$ cat src/rtl/branch_resolve_unit_pkg.sv
// Shared types, update-entry layout and helpers for the branch resolve unit.
// The packed update entry is {pc, target, taken, cond}, 66 bits, cond at bit 0.
package branch_resolve_unit_pkg;

    localparam int unsigned BruDefaultQDepth = 4;

    localparam int unsigned BruEntryW    = 66;
    localparam int unsigned BruCondBit   = 0;
    localparam int unsigned BruTakenBit  = 1;
    localparam int unsigned BruTargetLsb = 2;
    localparam int unsigned BruPcLsb     = 34;

    typedef struct packed {
        logic        valid;
        logic        cond;
        logic [31:0] pc;
        logic        pred_taken;
        logic [31:0] pred_target;
        logic        taken;
        logic [31:0] target;
    } bru_slot_t;

    function automatic logic is_mispredict(input bru_slot_t s);
        return (s.pred_taken != s.taken) || (s.taken && (s.pred_target != s.target));
    endfunction

    function automatic logic [31:0] correct_pc(input bru_slot_t s);
        return s.taken ? s.target : s.pc + 32'd4;
    endfunction

    function automatic logic [BruEntryW-1:0] pack_entry(input bru_slot_t s);
        logic [BruEntryW-1:0] e;
        e = '0;
        e[BruPcLsb +: 32]     = s.pc;
        e[BruTargetLsb +: 32] = s.target;
        e[BruTakenBit]        = s.taken;
        e[BruCondBit]         = s.cond;
        return e;
    endfunction

    function automatic logic [31:0] sat_add(input logic [31:0] cnt, input logic [1:0] inc);
        logic [32:0] sum;
        sum = {1'b0, cnt} + 33'(inc);
        return sum[32] ? 32'hffff_ffff : sum[31:0];
    endfunction

endpackage

$ cat src/rtl/branch_resolve_unit_if.sv
// Execute-to-resolve slot inputs plus redirect and predictor-update outputs.
// master: execute/fetch side; slave: the resolve unit.
interface branch_resolve_unit_if;

    logic        s0_valid_i;
    logic        s0_cond_i;
    logic [31:0] s0_pc_i;
    logic        s0_pred_taken_i;
    logic [31:0] s0_pred_target_i;
    logic        s0_taken_i;
    logic [31:0] s0_target_i;

    logic        s1_valid_i;
    logic        s1_cond_i;
    logic [31:0] s1_pc_i;
    logic        s1_pred_taken_i;
    logic [31:0] s1_pred_target_i;
    logic        s1_taken_i;
    logic [31:0] s1_target_i;

    logic        redirect_o;
    logic [31:0] redirect_pc_o;
    logic        update_o;
    logic [31:0] update_pc_o;
    logic [31:0] update_target_o;
    logic        update_taken_o;
    logic        update_cond_o;

    modport master (
        output s0_valid_i, s0_cond_i, s0_pc_i, s0_pred_taken_i, s0_pred_target_i,
        output s0_taken_i, s0_target_i,
        output s1_valid_i, s1_cond_i, s1_pc_i, s1_pred_taken_i, s1_pred_target_i,
        output s1_taken_i, s1_target_i,
        input  redirect_o, redirect_pc_o,
        input  update_o, update_pc_o, update_target_o, update_taken_o, update_cond_o
    );

    modport slave (
        input  s0_valid_i, s0_cond_i, s0_pc_i, s0_pred_taken_i, s0_pred_target_i,
        input  s0_taken_i, s0_target_i,
        input  s1_valid_i, s1_cond_i, s1_pc_i, s1_pred_taken_i, s1_pred_target_i,
        input  s1_taken_i, s1_target_i,
        output redirect_o, redirect_pc_o,
        output update_o, update_pc_o, update_target_o, update_taken_o, update_cond_o
    );

endinterface

$ cat src/rtl/branch_resolve_unit_update_fifo.sv
// Update queue: two ordered push ports, one pop port, registered storage.
// Depth must be a power of two; pointers wrap naturally.
module bru_update_fifo #(
    parameter int unsigned Depth = 4,
    parameter int unsigned Width = 66
) (
    input  logic                    clk,
    input  logic                    rst,
    input  logic                    push_a,
    input  logic [Width-1:0]        data_a,
    input  logic                    push_b,
    input  logic [Width-1:0]        data_b,
    input  logic                    pop,
    output logic [Width-1:0]        head,
    output logic [$clog2(Depth):0]  count,
    output logic [$clog2(Depth):0]  free,
    output logic                    full
);

    localparam int unsigned PtrW = $clog2(Depth);
    localparam int unsigned CntW = PtrW + 1;

    logic [Width-1:0] mem_q [Depth];
    logic [PtrW-1:0]  rd_ptr_q;
    logic [PtrW-1:0]  wr_ptr_q;
    logic [PtrW-1:0]  wr_ptr_b;
    logic [CntW-1:0]  count_q;

    // Port b lands behind port a when both push.
    assign wr_ptr_b = wr_ptr_q + PtrW'(push_a);

    always_ff @(posedge clk) begin
        if (push_a) mem_q[wr_ptr_q] <= data_a;
        if (push_b) mem_q[wr_ptr_b] <= data_b;
    end

    always_ff @(posedge clk) begin
        if (rst) begin
            rd_ptr_q <= '0;
            wr_ptr_q <= '0;
            count_q  <= '0;
        end else begin
            wr_ptr_q <= wr_ptr_q + PtrW'(push_a) + PtrW'(push_b);
            if (pop) rd_ptr_q <= rd_ptr_q + PtrW'(1);
            count_q <= count_q + CntW'(push_a) + CntW'(push_b) - CntW'(pop);
        end
    end

    assign head  = mem_q[rd_ptr_q];
    assign count = count_q;
    assign free  = CntW'(Depth) - count_q;
    assign full  = (count_q == CntW'(Depth));

endmodule

$ cat src/rtl/branch_resolve_unit.sv
// Dual-slot branch resolution: registered redirect plus queued predictor updates.
// Define BRU_PERF_COUNTERS_EN to add saturating resolved/mispredict/dropped counters.
module branch_resolve_unit
    import branch_resolve_unit_pkg::*;
#(
    parameter int unsigned QDEPTH = BruDefaultQDepth
) (
    input  logic                 clock_i,
    input  logic                 reset_i,
    branch_resolve_unit_if.slave bus
`ifdef BRU_PERF_COUNTERS_EN
    ,
    output logic [31:0]          perf_resolved_o,
    output logic [31:0]          perf_mispred_o,
    output logic [31:0]          perf_dropped_o
`endif
);

    localparam int unsigned CntW = $clog2(QDEPTH) + 1;

    bru_slot_t            slot0, slot1;
    logic                 mis0, mis1;
    logic                 act0, act1;
    logic                 acc0, acc1;
    logic [BruEntryW-1:0] ent0, ent1, first_ent, data_a, head;
    logic                 first_vld, second_vld;
    logic                 q_empty, q_full, pop, push_a, push_b;
    logic [CntW-1:0]      q_count, q_free;

    logic                 redirect_q, redirect_d;
    logic [31:0]          redirect_pc_q, redirect_pc_d;
    logic                 upd_vld_q, upd_vld_d;
    logic [BruEntryW-1:0] upd_ent_q, upd_ent_d;

    always_comb begin
        slot0 = '{valid: bus.s0_valid_i, cond: bus.s0_cond_i, pc: bus.s0_pc_i,
                  pred_taken: bus.s0_pred_taken_i, pred_target: bus.s0_pred_target_i,
                  taken: bus.s0_taken_i, target: bus.s0_target_i};
        slot1 = '{valid: bus.s1_valid_i, cond: bus.s1_cond_i, pc: bus.s1_pc_i,
                  pred_taken: bus.s1_pred_taken_i, pred_target: bus.s1_pred_target_i,
                  taken: bus.s1_taken_i, target: bus.s1_target_i};
    end

    always_comb begin
        mis0 = is_mispredict(slot0);
        mis1 = is_mispredict(slot1);
        ent0 = pack_entry(slot0);
        ent1 = pack_entry(slot1);

        // The cycle after a redirect is wrong-path; an older mispredict squashes slot 1.
        act0 = slot0.valid && !redirect_q;
        act1 = slot1.valid && !redirect_q && !(act0 && mis0);

        redirect_d    = (act0 && mis0) || (act1 && mis1);
        redirect_pc_d = '0;
        if (act0 && mis0) begin
            redirect_pc_d = correct_pc(slot0);
        end else if (act1 && mis1) begin
            redirect_pc_d = correct_pc(slot1);
        end

        // Space is judged on pre-pop occupancy; slot 1 is dropped before slot 0.
        acc0 = act0 && !q_full;
        acc1 = act1 && (q_free >= CntW'(acc0 ? 2 : 1));

        first_vld  = acc0 || acc1;
        second_vld = acc0 && acc1;
        first_ent  = acc0 ? ent0 : ent1;

        // An empty queue hands the oldest new entry straight to the output register.
        q_empty = (q_count == '0);
        pop     = !q_empty;
        push_a  = q_empty ? second_vld : first_vld;
        push_b  = q_empty ? 1'b0 : second_vld;
        data_a  = q_empty ? ent1 : first_ent;

        upd_vld_d = !q_empty || first_vld;
        upd_ent_d = upd_ent_q;
        if (!q_empty) begin
            upd_ent_d = head;
        end else if (first_vld) begin
            upd_ent_d = first_ent;
        end
    end

    bru_update_fifo #(
        .Depth (QDEPTH),
        .Width (BruEntryW)
    ) u_fifo (
        .clk    (clock_i),
        .rst    (reset_i),
        .push_a (push_a),
        .data_a (data_a),
        .push_b (push_b),
        .data_b (ent1),
        .pop    (pop),
        .head   (head),
        .count  (q_count),
        .free   (q_free),
        .full   (q_full)
    );

    always_ff @(posedge clock_i) begin
        if (reset_i) begin
            redirect_q    <= 1'b0;
            redirect_pc_q <= '0;
            upd_vld_q     <= 1'b0;
            upd_ent_q     <= '0;
        end else begin
            redirect_q    <= redirect_d;
            redirect_pc_q <= redirect_pc_d;
            upd_vld_q     <= upd_vld_d;
            upd_ent_q     <= upd_ent_d;
        end
    end

    assign bus.redirect_o      = redirect_q;
    assign bus.redirect_pc_o   = redirect_pc_q;
    assign bus.update_o        = upd_vld_q;
    assign bus.update_pc_o     = upd_ent_q[BruPcLsb +: 32];
    assign bus.update_target_o = upd_ent_q[BruTargetLsb +: 32];
    assign bus.update_taken_o  = upd_ent_q[BruTakenBit];
    assign bus.update_cond_o   = upd_ent_q[BruCondBit];

`ifdef BRU_PERF_COUNTERS_EN
    logic [31:0] perf_resolved_q, perf_mispred_q, perf_dropped_q;
    logic [1:0]  n_resolved, n_dropped;

    always_comb begin
        n_resolved = {1'b0, act0} + {1'b0, act1};
        n_dropped  = {1'b0, act0 && !acc0} + {1'b0, act1 && !acc1};
    end

    always_ff @(posedge clock_i) begin
        if (reset_i) begin
            perf_resolved_q <= '0;
            perf_mispred_q  <= '0;
            perf_dropped_q  <= '0;
        end else begin
            perf_resolved_q <= sat_add(perf_resolved_q, n_resolved);
            perf_mispred_q  <= sat_add(perf_mispred_q, {1'b0, redirect_d});
            perf_dropped_q  <= sat_add(perf_dropped_q, n_dropped);
        end
    end

    assign perf_resolved_o = perf_resolved_q;
    assign perf_mispred_o  = perf_mispred_q;
    assign perf_dropped_o  = perf_dropped_q;
`endif

endmodule
$ cat src/flat_wrapper.sv
// flat-port wrapper written by rule: the top's interface ports become plain ports
module branch_resolve_unit_flat import branch_resolve_unit_pkg::*;
#(
    parameter int unsigned QDEPTH = BruDefaultQDepth
)
  (clock_i, reset_i, bus_s0_valid_i, bus_s0_cond_i, bus_s0_pc_i, bus_s0_pred_taken_i, bus_s0_pred_target_i, bus_s0_taken_i, bus_s0_target_i, bus_s1_valid_i, bus_s1_cond_i, bus_s1_pc_i, bus_s1_pred_taken_i, bus_s1_pred_target_i, bus_s1_taken_i, bus_s1_target_i, bus_redirect_o, bus_redirect_pc_o, bus_update_o, bus_update_pc_o, bus_update_target_o, bus_update_taken_o, bus_update_cond_o);
  branch_resolve_unit_if bus_i ();
  input  logic clock_i;
  input  logic reset_i;
  input wire logic [$bits(bus_i.s0_valid_i)-1:0] bus_s0_valid_i;
  input wire logic [$bits(bus_i.s0_cond_i)-1:0] bus_s0_cond_i;
  input wire logic [$bits(bus_i.s0_pc_i)-1:0] bus_s0_pc_i;
  input wire logic [$bits(bus_i.s0_pred_taken_i)-1:0] bus_s0_pred_taken_i;
  input wire logic [$bits(bus_i.s0_pred_target_i)-1:0] bus_s0_pred_target_i;
  input wire logic [$bits(bus_i.s0_taken_i)-1:0] bus_s0_taken_i;
  input wire logic [$bits(bus_i.s0_target_i)-1:0] bus_s0_target_i;
  input wire logic [$bits(bus_i.s1_valid_i)-1:0] bus_s1_valid_i;
  input wire logic [$bits(bus_i.s1_cond_i)-1:0] bus_s1_cond_i;
  input wire logic [$bits(bus_i.s1_pc_i)-1:0] bus_s1_pc_i;
  input wire logic [$bits(bus_i.s1_pred_taken_i)-1:0] bus_s1_pred_taken_i;
  input wire logic [$bits(bus_i.s1_pred_target_i)-1:0] bus_s1_pred_target_i;
  input wire logic [$bits(bus_i.s1_taken_i)-1:0] bus_s1_taken_i;
  input wire logic [$bits(bus_i.s1_target_i)-1:0] bus_s1_target_i;
  output wire logic [$bits(bus_i.redirect_o)-1:0] bus_redirect_o;
  output wire logic [$bits(bus_i.redirect_pc_o)-1:0] bus_redirect_pc_o;
  output wire logic [$bits(bus_i.update_o)-1:0] bus_update_o;
  output wire logic [$bits(bus_i.update_pc_o)-1:0] bus_update_pc_o;
  output wire logic [$bits(bus_i.update_target_o)-1:0] bus_update_target_o;
  output wire logic [$bits(bus_i.update_taken_o)-1:0] bus_update_taken_o;
  output wire logic [$bits(bus_i.update_cond_o)-1:0] bus_update_cond_o;
  assign bus_i.s0_valid_i = bus_s0_valid_i;
  assign bus_i.s0_cond_i = bus_s0_cond_i;
  assign bus_i.s0_pc_i = bus_s0_pc_i;
  assign bus_i.s0_pred_taken_i = bus_s0_pred_taken_i;
  assign bus_i.s0_pred_target_i = bus_s0_pred_target_i;
  assign bus_i.s0_taken_i = bus_s0_taken_i;
  assign bus_i.s0_target_i = bus_s0_target_i;
  assign bus_i.s1_valid_i = bus_s1_valid_i;
  assign bus_i.s1_cond_i = bus_s1_cond_i;
  assign bus_i.s1_pc_i = bus_s1_pc_i;
  assign bus_i.s1_pred_taken_i = bus_s1_pred_taken_i;
  assign bus_i.s1_pred_target_i = bus_s1_pred_target_i;
  assign bus_i.s1_taken_i = bus_s1_taken_i;
  assign bus_i.s1_target_i = bus_s1_target_i;
  assign bus_redirect_o = bus_i.redirect_o;
  assign bus_redirect_pc_o = bus_i.redirect_pc_o;
  assign bus_update_o = bus_i.update_o;
  assign bus_update_pc_o = bus_i.update_pc_o;
  assign bus_update_target_o = bus_i.update_target_o;
  assign bus_update_taken_o = bus_i.update_taken_o;
  assign bus_update_cond_o = bus_i.update_cond_o;
  branch_resolve_unit #(.QDEPTH(QDEPTH)) u_core (.clock_i(clock_i), .reset_i(reset_i), .bus(bus_i));
endmodule
$ cat config.mk
export PLATFORM = sky130hd
export DESIGN_NAME = branch_resolve_unit_flat
export DESIGN_NICKNAME = d
export VERILOG_FILES = /design/src/rtl/branch_resolve_unit_pkg.sv /design/src/rtl/branch_resolve_unit_if.sv /design/src/rtl/branch_resolve_unit_update_fifo.sv /design/src/rtl/branch_resolve_unit.sv /design/src/flat_wrapper.sv
export SDC_FILE = /design/constraint.sdc
export NUM_CORES = 1
export LEC_CHECK = 0
export CORE_MARGIN = 2
export CORE_UTILIZATION = 49
export CTS_BUF_LIST = sky130_fd_sc_hd__clkbuf_2
export CTS_CLUSTER_SIZE = 14
export DETAILED_ROUTE_END_ITERATION = 8
export DONT_BUFFER_PORTS = 1
export GPL_ROUTABILITY_DRIVEN = 1
export PLACE_DENSITY_LB_ADDON = 0.05
export SYNTH_ARGS = -nofsm -noshare
export SYNTH_HDL_FRONTEND = slang
export SYNTH_SLANG_ARGS = --single-unit
export TNS_END_PERCENT = 1
$ cat constraint.sdc
create_clock -name clock_i -period 9.95 [get_ports clock_i]
set_input_delay 1.99 -clock clock_i [delete_from_list [all_inputs] [get_ports clock_i]]
set_output_delay 1.99 -clock clock_i [all_outputs]
set_load 0.01 [all_outputs]
==> load_flow_metrics.sql, run 1 <==
INSERT INTO impl_metrics (metric_group, metric, value, unit) VALUES
('status', 'outcome', 'finished clean', ''),
('sta', 'maxSlewHeadroom', '0.208', ''),
('routing', 'num_vias', '14258', ''),
('critical_path', 'timing.critical_path.fanout_max', '24', ''),
('die', 'ios', '302', ''),
('routing', 'detail_route.vias_per_cell', '6.29', ''),
('synthesis', 'asyncSetResetFlopFracSynth', '0', ''),
('synthesis', 'synth_top_cells_by_count', 'edfxtp_1, mux2_2, nand2_1, nor2_1, dfxtp_1', ''),
('synthesis', 'synth-edff-count', '264', ''),
('synthesis', 'yosys.area.top_type', 'edfxtp_1', ''),
('clock_tree', 'cts_hold_buffers', '0', ''),
('synthesis', 'synth_most_common_cell', 'edfxtp_1', ''),
('hold_path', 'hold_path.class', 'flop to flop', ''),
('routing', 'drcViolationCount', '0', ''),
('sta', 'final_max_slew_viol_count', '0', ''),
('placement', 'place_congestion', '0.869', ''),
('routing', 'detailedRoute.firstIterationViolations', '1176', ''),
('pwr', 'p_leak', '7.73', 'nW'),
('placement', 'dpl-instance-area', '20800', 'um2'),
('final_layout', 'nets', '1864', ''),
('pwr', 'worst_ir_drop_vdd', '199', 'uV'),
('routing', 'antenna_violating_nets_post_route', '0', ''),
('global_route', 'groute.usage.overall', '0.324', ''),
('synthesis', 'synth_ff_type', 'edfxtp_1', ''),
('die', 'floorplan.die_area', '43300', 'um2'),
('global_route', 'grt_max_degree', '72', ''),
('sta', 'setup_viol', '0', ''),
('sta', 'maxClockFrequency', '170', 'MHz'),
('clock_tree', 'number_of_clock_sinks', '373', ''),
('placement', 'port_buffers', '0', ''),
('synthesis', 'synth-seq-cells', '373', ''),
('final_layout', 'final_core_utilization', '0.528', ''),
('clock_tree', 'buffer_depth_of_the_longest_clock_path', '3', ''),
('sta', 'worst-slew-pin-transition', '1180', 'ps'),
('die', 'rows', '74', ''),
('final_layout', 'post_route_cells_drive_above_1_share', '0.311', ''),
('synthesis', 'cells_taking_the_most_area_after_synthesis', 'edfxtp_1, mux2_2, dfxtp_1', ''),
('critical_path', 'timing.critical_path.buf_inv', '3', ''),
('final_layout', 'final.fill_count', '3681', ''),
('routing', 'drt-total-wl', '70300', 'um'),
('clock_tree', 'worstSkewPairLatency', '1120', 'ps'),
('synthesis', 'yosysSeqAreaShare', '0.495', ''),
('routing', 'drt-wirelength-per-cell', '31.0', 'um'),
('synthesis', 'number_of_library_cell_types_mapped_by_synthesis', '54', ''),
('synthesis', 'proportion_of_netlist_area_held_by_the_largest_area_contributor', '0.388', ''),
('synthesis', 'syn_nets', '1865', ''),
('clock_tree', 'clkSlewWorstSetupHoldPaths', '110', 'ps'),
('global_route', 'globalRouteOverflowTotal', '0', ''),
('critical_path', 'critical_path.startpoint_type', 'input pin', ''),
('clock_tree', 'post_cts_resized', '0', ''),
('synthesis', 'syn_avg_cell_area', '12.4', 'um2'),
('critical_path', 'critical_path_at', '6740', 'ps'),
('clock_tree', 'ctsHtreeMaxLevel', '3', ''),
('final_layout', 'layout.cell_area.non_filler', '21700', 'um2'),
('global_route', 'grt_pass1_wl', '102000', 'um'),
('clock_tree', 'cts_root_buf', 'clkbuf_2', ''),
('global_route', 'antenna_found_initial', '3', ''),
('critical_path', 'worst_path_most_repeated_cell', 'nor2_1', ''),
('flow_run', 'cap_viol_max_count', '0', ''),
('final_layout', 'syn_to_final_growth', '6.22', '%'),
('sta', 'grt_setup_unrepaired', 'false', ''),
('final_layout', 'multiInputGateArea', '9730', 'um2'),
('routing', 'drt_first_pass_iters', '6', ''),
('sta', 'finalHoldViolations', '0', ''),
('sta', 'period_share', '0.591', ''),
('global_route', 'grt_pass1_vias', '14292', ''),
('die', 'start_util', '0.498', ''),
('placement', 'detailed_place_hpwl', '46900', 'um'),
('die', 'floorplan.die.height', '208', 'um'),
('critical_path', 'worst_ep_required_time', '10800', 'ps'),
('sta', 'final.min_clock_period', '5880', 'ps');
==> tightest hold or removal path, stage by stage (launching register included) <==
cell and delay [ps]:
dfxtp_1 320, nor2_1 120, nor3_1 50
==> sequential cells by signal (all words and copies together) (netlist names), named ones only <==
name and cells:
u_core.u_fifo.mem_q 264, u_core.u_fifo.rd_ptr_q 2, u_core.bus.redirect_o 1, u_core.upd_ent_q 66
u_core.u_fifo.count 3, u_core.u_fifo.wr_ptr_q 2, u_core.bus.update_o 1, u_core.bus.redirect_pc_o 32
==> per-stage QoR <==
stage               instances  setup WS, ps  power [W]
CTS                      2263          4210    0.00610
floorplan                1652           431    0.00441
global placement         2083          3200    0.00496
global route             2265          3840    0.00637
detailed placement       2083          3020    0.00501
finish                   2265          4070    0.00606
==> cell families (layout without fill, tap and decap cells) <==
kind of cell,count (synthesis),in the layout,synth area share
DFF,373,373,0.495
other,0,2,0
xor gates and xnor gates,122,122,0.0524
adders and majority gates,11,11,0.00748
AOI/OAI and AO/OA,167,167,0.0585
muxes,372,372,0.245
buffers and inverters,143,222,0.0335
and+or+nand+nor,464,464,0.108
==> where the power goes <==
part	internal, W	switching, W
registers	0.00219	0.000275
logic	0.00117	0.00132
clock network	0.000426	0.000667
total	0.00380	0.00226
==> per-layer routing <==
metal | GRT usage | vias to the layer above | routed length, um
met5 | 0 | - | 13
met4 | 0.183 | 2 | 3820
met3 | 0.102 | 147 | 6690
met2 | 0.505 | 666 | 32200
met1 | 0.401 | 7200 | 27500
li1 | - | 6243 | -
==> cell usage in the layout, fill, tap and decap left out, drive strengths merged, types with 21 or more instances in the layout <==
| cell | n |
|---|---|
| xnor2 | 47 |
| nor2b | 31 |
| edfxtp | 264 |
| dfxtp | 109 |
| mux2 | 267 |
| nand2 | 146 |
| nand3 | 22 |
| clkbuf | 150 |
| nor4 | 40 |
| mux4 | 66 |
| a221o | 21 |
| clkinv | 27 |
| and2 | 28 |
| buf | 29 |
| nor2 | 138 |
| a21oi | 39 |
| xor2 | 75 |
| a211oi | 49 |
| mux2i | 39 |
==> final timing paths <==
path | startpoint | endpoint | slack, ps | depth (start not counted)
worst min register to register | u_core.u_fifo.rd_ptr_q[0] | flop | 520 | 2
worst min-delay path | u_core.u_fifo.rd_ptr_q[0] | flop | 520 | 2
worst max-delay path | bus_s0_valid_i | u_core.u_fifo.mem_q[0][48] | 4070 | 17
worst max register to register | u_core.u_fifo.count[0] | u_core.u_fifo.mem_q[0][48] | 4220 | 19
==> layout make-up <==
class | instances | area share
flip-flops and latches | 373 | 0.467
multi-input cells | 1136 | 0.449
clock inverters | 30 | 0.00664
diodes | 2 | 0.000231
repair buffers | 29 | 0.0100
clock buffers | 150 | 0.0346
inverters | 13 | 0.00225
well taps | 532 | 0.0307
(Power assumes the default switching activity.)
==> inputs of run 2 (changes only) <==
Clock period 9.95 ns to 4.8 ns, I/O delays scaled along.
==> run 2 against run 1 <==
Against the previous run:
- critical path type is now flop to flop
- clock skew barely moved
- die area unchanged
- via count is 6.6% higher
==> load_flow_metrics.sql, run 2 (synthesis gave the netlist of run 1 again) <==
INSERT INTO impl_metrics (metric_group, metric, value, unit) VALUES
('status', 'outcome', 'finished clean', ''),
('sta', 'final_max_slew_viol_count', '0', ''),
('global_route', 'groute.usage.overall', '0.345', ''),
('sta', 'period_share', '0.920', ''),
('critical_path', 'end_kind', 'flop', ''),
('final_layout', 'final.fill_count', '3532', ''),
('pwr', 'seq_power_share', '0.390', ''),
('pwr', 'total_power', '0.0132', 'W'),
('critical_path', 'timing.critical_path.fanout_max', '16', ''),
('final_layout', 'most_common_cell_after_layout_fill_and_taps_aside', 'edfxtp_1', ''),
('final_layout', 'post_route_cells_drive_above_1_share', '0.309', ''),
('pwr', 'p_leak', '8.37', 'nW'),
('sta', 'maxSlewHeadroom', '0.284', ''),
('sta', 'maxClockFrequency', '227', 'MHz'),
('placement', 'dp.cells', '2101', ''),
('pwr', 'power_density', '568', 'nW/um2'),
('flow_run', 'cap_viol_max_count', '0', ''),
('pwr', 'p_int', '0.00825', 'W'),
('routing', 'detail_route.vias_per_cell', '6.35', ''),
('pwr', 'worst_ir_drop_vdd', '295', 'uV'),
('die', 'rows', '74', ''),
('global_route', 'antenna_found_initial', '8', ''),
('clock_tree', 'number_of_clock_sinks', '373', ''),
('critical_path', 'worst_ep_required_time', '5630', 'ps'),
('pwr', 'pwr-share-clk', '0.181', ''),
('sta', 'final.min_clock_period', '4410', 'ps'),
('die', 'core-area', '41000', 'um2'),
('critical_path', 'critical_path_at', '5240', 'ps'),
('placement', 'detailed_place_hpwl', '47800', 'um'),
('routing', 'num_vias', '15197', ''),
('final_layout', 'final-instance-count-excl-fill', '2395', ''),
('sta', 'worst-slew-pin-transition', '1070', 'ps'),
('final_layout', 'nets', '1985', ''),
('routing', 'antenna_violating_nets_post_route', '0', ''),
('routing', 'wire_length_on_met1', '29800', 'um'),
('clock_tree', 'tritoncts', 'done', ''),
('pwr', 'switching_share', '0.373', ''),
('critical_path', 'critical_path.startpoint_type', 'flop', ''),
('sta', 'grt_setup_unrepaired', 'false', ''),
('pwr', 'combinationalPowerShare', '0.428', ''),
('critical_path', 'timing_worst_setup_path_type', 'flop to flop', ''),
('clock_tree', 'ctsHtreeMaxLevel', '3', ''),
('final_layout', 'layout.cell_area.non_filler', '23200', 'um2'),
('sta', 'finalHoldViolations', '0', ''),
('routing', 'drt_first_pass_iters', '7', ''),
('routing', 'drt-total-wl', '74800', 'um'),
('placement', 'port_buffers', '0', ''),
('global_route', 'grt_max_degree', '72', ''),
('placement', 'place_congestion', '0.902', ''),
('clock_tree', 'clkSlewWorstSetupHoldPaths', '100', 'ps'),
('global_route', 'globalRouteOverflowTotal', '0', ''),
('die', 'start_util', '0.498', ''),
('global_route', 'grt_pass1_vias', '15235', ''),
('placement', 'dpl-instance-area', '21200', 'um2'),
('final_layout', 'syn_to_final_growth', '13.6', '%'),
('sta', 'setup_viol', '0', ''),
('sta', 'clock-skew-final', '48.4', 'ps'),
('die', 'dieWidth', '208', 'um'),
('placement', 'detailedPlace.worstSlack', '69.2', 'ps'),
('global_route', 'grt_pass1_wl', '108000', 'um'),
('final_layout', 'regMostFlops', 'u_core.u_fifo.mem_q', ''),
('routing', 'routed-wl-met3', '6700', 'um'),
('clock_tree', 'cts_root_buf', 'clkbuf_2', ''),
('final_layout', 'most_frequent_cells_in_the_layout', 'edfxtp_1, mux2_2, clkbuf_2', ''),
('routing', 'drt-wirelength-per-cell', '31.3', 'um'),
('hold_path', 'hold_path.class', 'input pin to flop', ''),
('clock_tree', 'cts-buffers-inserted', '99', ''),
('pwr', 'switchingPower', '0.00491', 'W'),
('routing', 'route.met2.wl', '34400', 'um'),
('routing', 'drcViolationCount', '0', ''),
('routing', 'detailedRoute.firstIterationViolations', '1421', ''),
('final_layout', 'largest_reg_flops', '264', ''),
('die', 'ios', '302', ''),
('die', 'floorplan.die_area', '43300', 'um2'),
('routing', 'highest_metal_used', 'met4', ''),
('clock_tree', 'worstSkewPairLatency', '1110', 'ps'),
('sta', 'finalWorstSetupSlack', '386', 'ps'),
('clock_tree', 'buffer_depth_of_the_longest_clock_path', '3', ''),
('die', 'floorplan.die.height', '208', 'um');
run 2: changes by cell type in the layout (fill, tap and decap cells not counted), moves of 3 or more:
| cell | before | now |
|---|---|---|
| buf_12 | 0 | 17 |
| clkbuf_2 | 150 | 157 |
| clkinv_1 | 23 | 20 |
| diode_2 | 2 | 5 |
| dlygate4sd3_1 | 0 | 101 |
| inv_2 | 4 | 7 |
run 2: repair_timing:
item | CTS | global route
buffers inserted | 0 | 0
resized for setup | 0 | 0
hold buffers | 102 | 0
hold endpoints to repair | 319 | 0
run 2: stage by stage:
stage                     utilization  setup TNS [ps]  hold slack (ps)
after floorplan                     -         -346870              487
after global placement          0.517               0              491
after global routing            0.565               0             27.0
after detailed placement        0.517               0              497
after CTS                       0.565               0           0.0644
final                           0.565               0              106
run 2: layout make-up:
type / instances / area, um2 / area share
Tap cell: 532 / 666 / 0.0287
Antenna cell: 5 / 12.5 / 0.000540
Multi-Input combinational cell: 1136 / 9790 / 0.422
Clock inverter: 30 / 169 / 0.00728
Clock buffer: 157 / 786 / 0.0339
Sequential cell: 373 / 10100 / 0.436
Timing Repair Buffer: 149 / 1600 / 0.0692
Inverter: 13 / 48.8 / 0.00210
run 2: layer usage:
metal,vias up,track usage
met1,7710,0.446
met3,161,0.0848
li1,6508,-
met4,0,0.187
met5,-,0
met2,818,0.537
run 2: worst paths after layout:
check / from / end / slack, ps / depth (start not counted)
worst min register to register: u_core.u_fifo.rd_ptr_q[0] / flop / 520 / 2
worst max register to register: u_core.u_fifo.count[0] / u_core.u_fifo.mem_q[1][5] / 390 / 19
worst max-delay path: u_core.u_fifo.count[0] / u_core.u_fifo.mem_q[1][5] / 390 / 19
worst min-delay path: bus_s1_target_i[23] / u_core.u_fifo.mem_q[2][25] / 110 / 1
run 2: worst max-delay path: stages, from the launching register on:
cell	delay, ps
dfxtp_1	360
inv_1	90
ha_1	240
ha_1	230
nor2_4	90
inv_2	80
ha_4	240
o21ai_2	140
a31oi_4	120
nand2_2	180
a31oi_1	140
nor2_1	190
inv_1	100
ha_1	250
nor2b_1	160
or2_2	370
nor2_1	230
a31o_2	240
buf_4	290
mux2_2	370
run 2: power groups by stage:
stage	logic (W)	clock network, W	registers [W]
after CTS	0.00563	0.00244	0.00515
final	0.00564	0.00239	0.00514
after detailed placement	0.00549	0	0.00522
after floorplan	0.00421	0	0.00497
after global placement	0.00543	0	0.00521
after global routing	0.00598	0.00260	0.00521
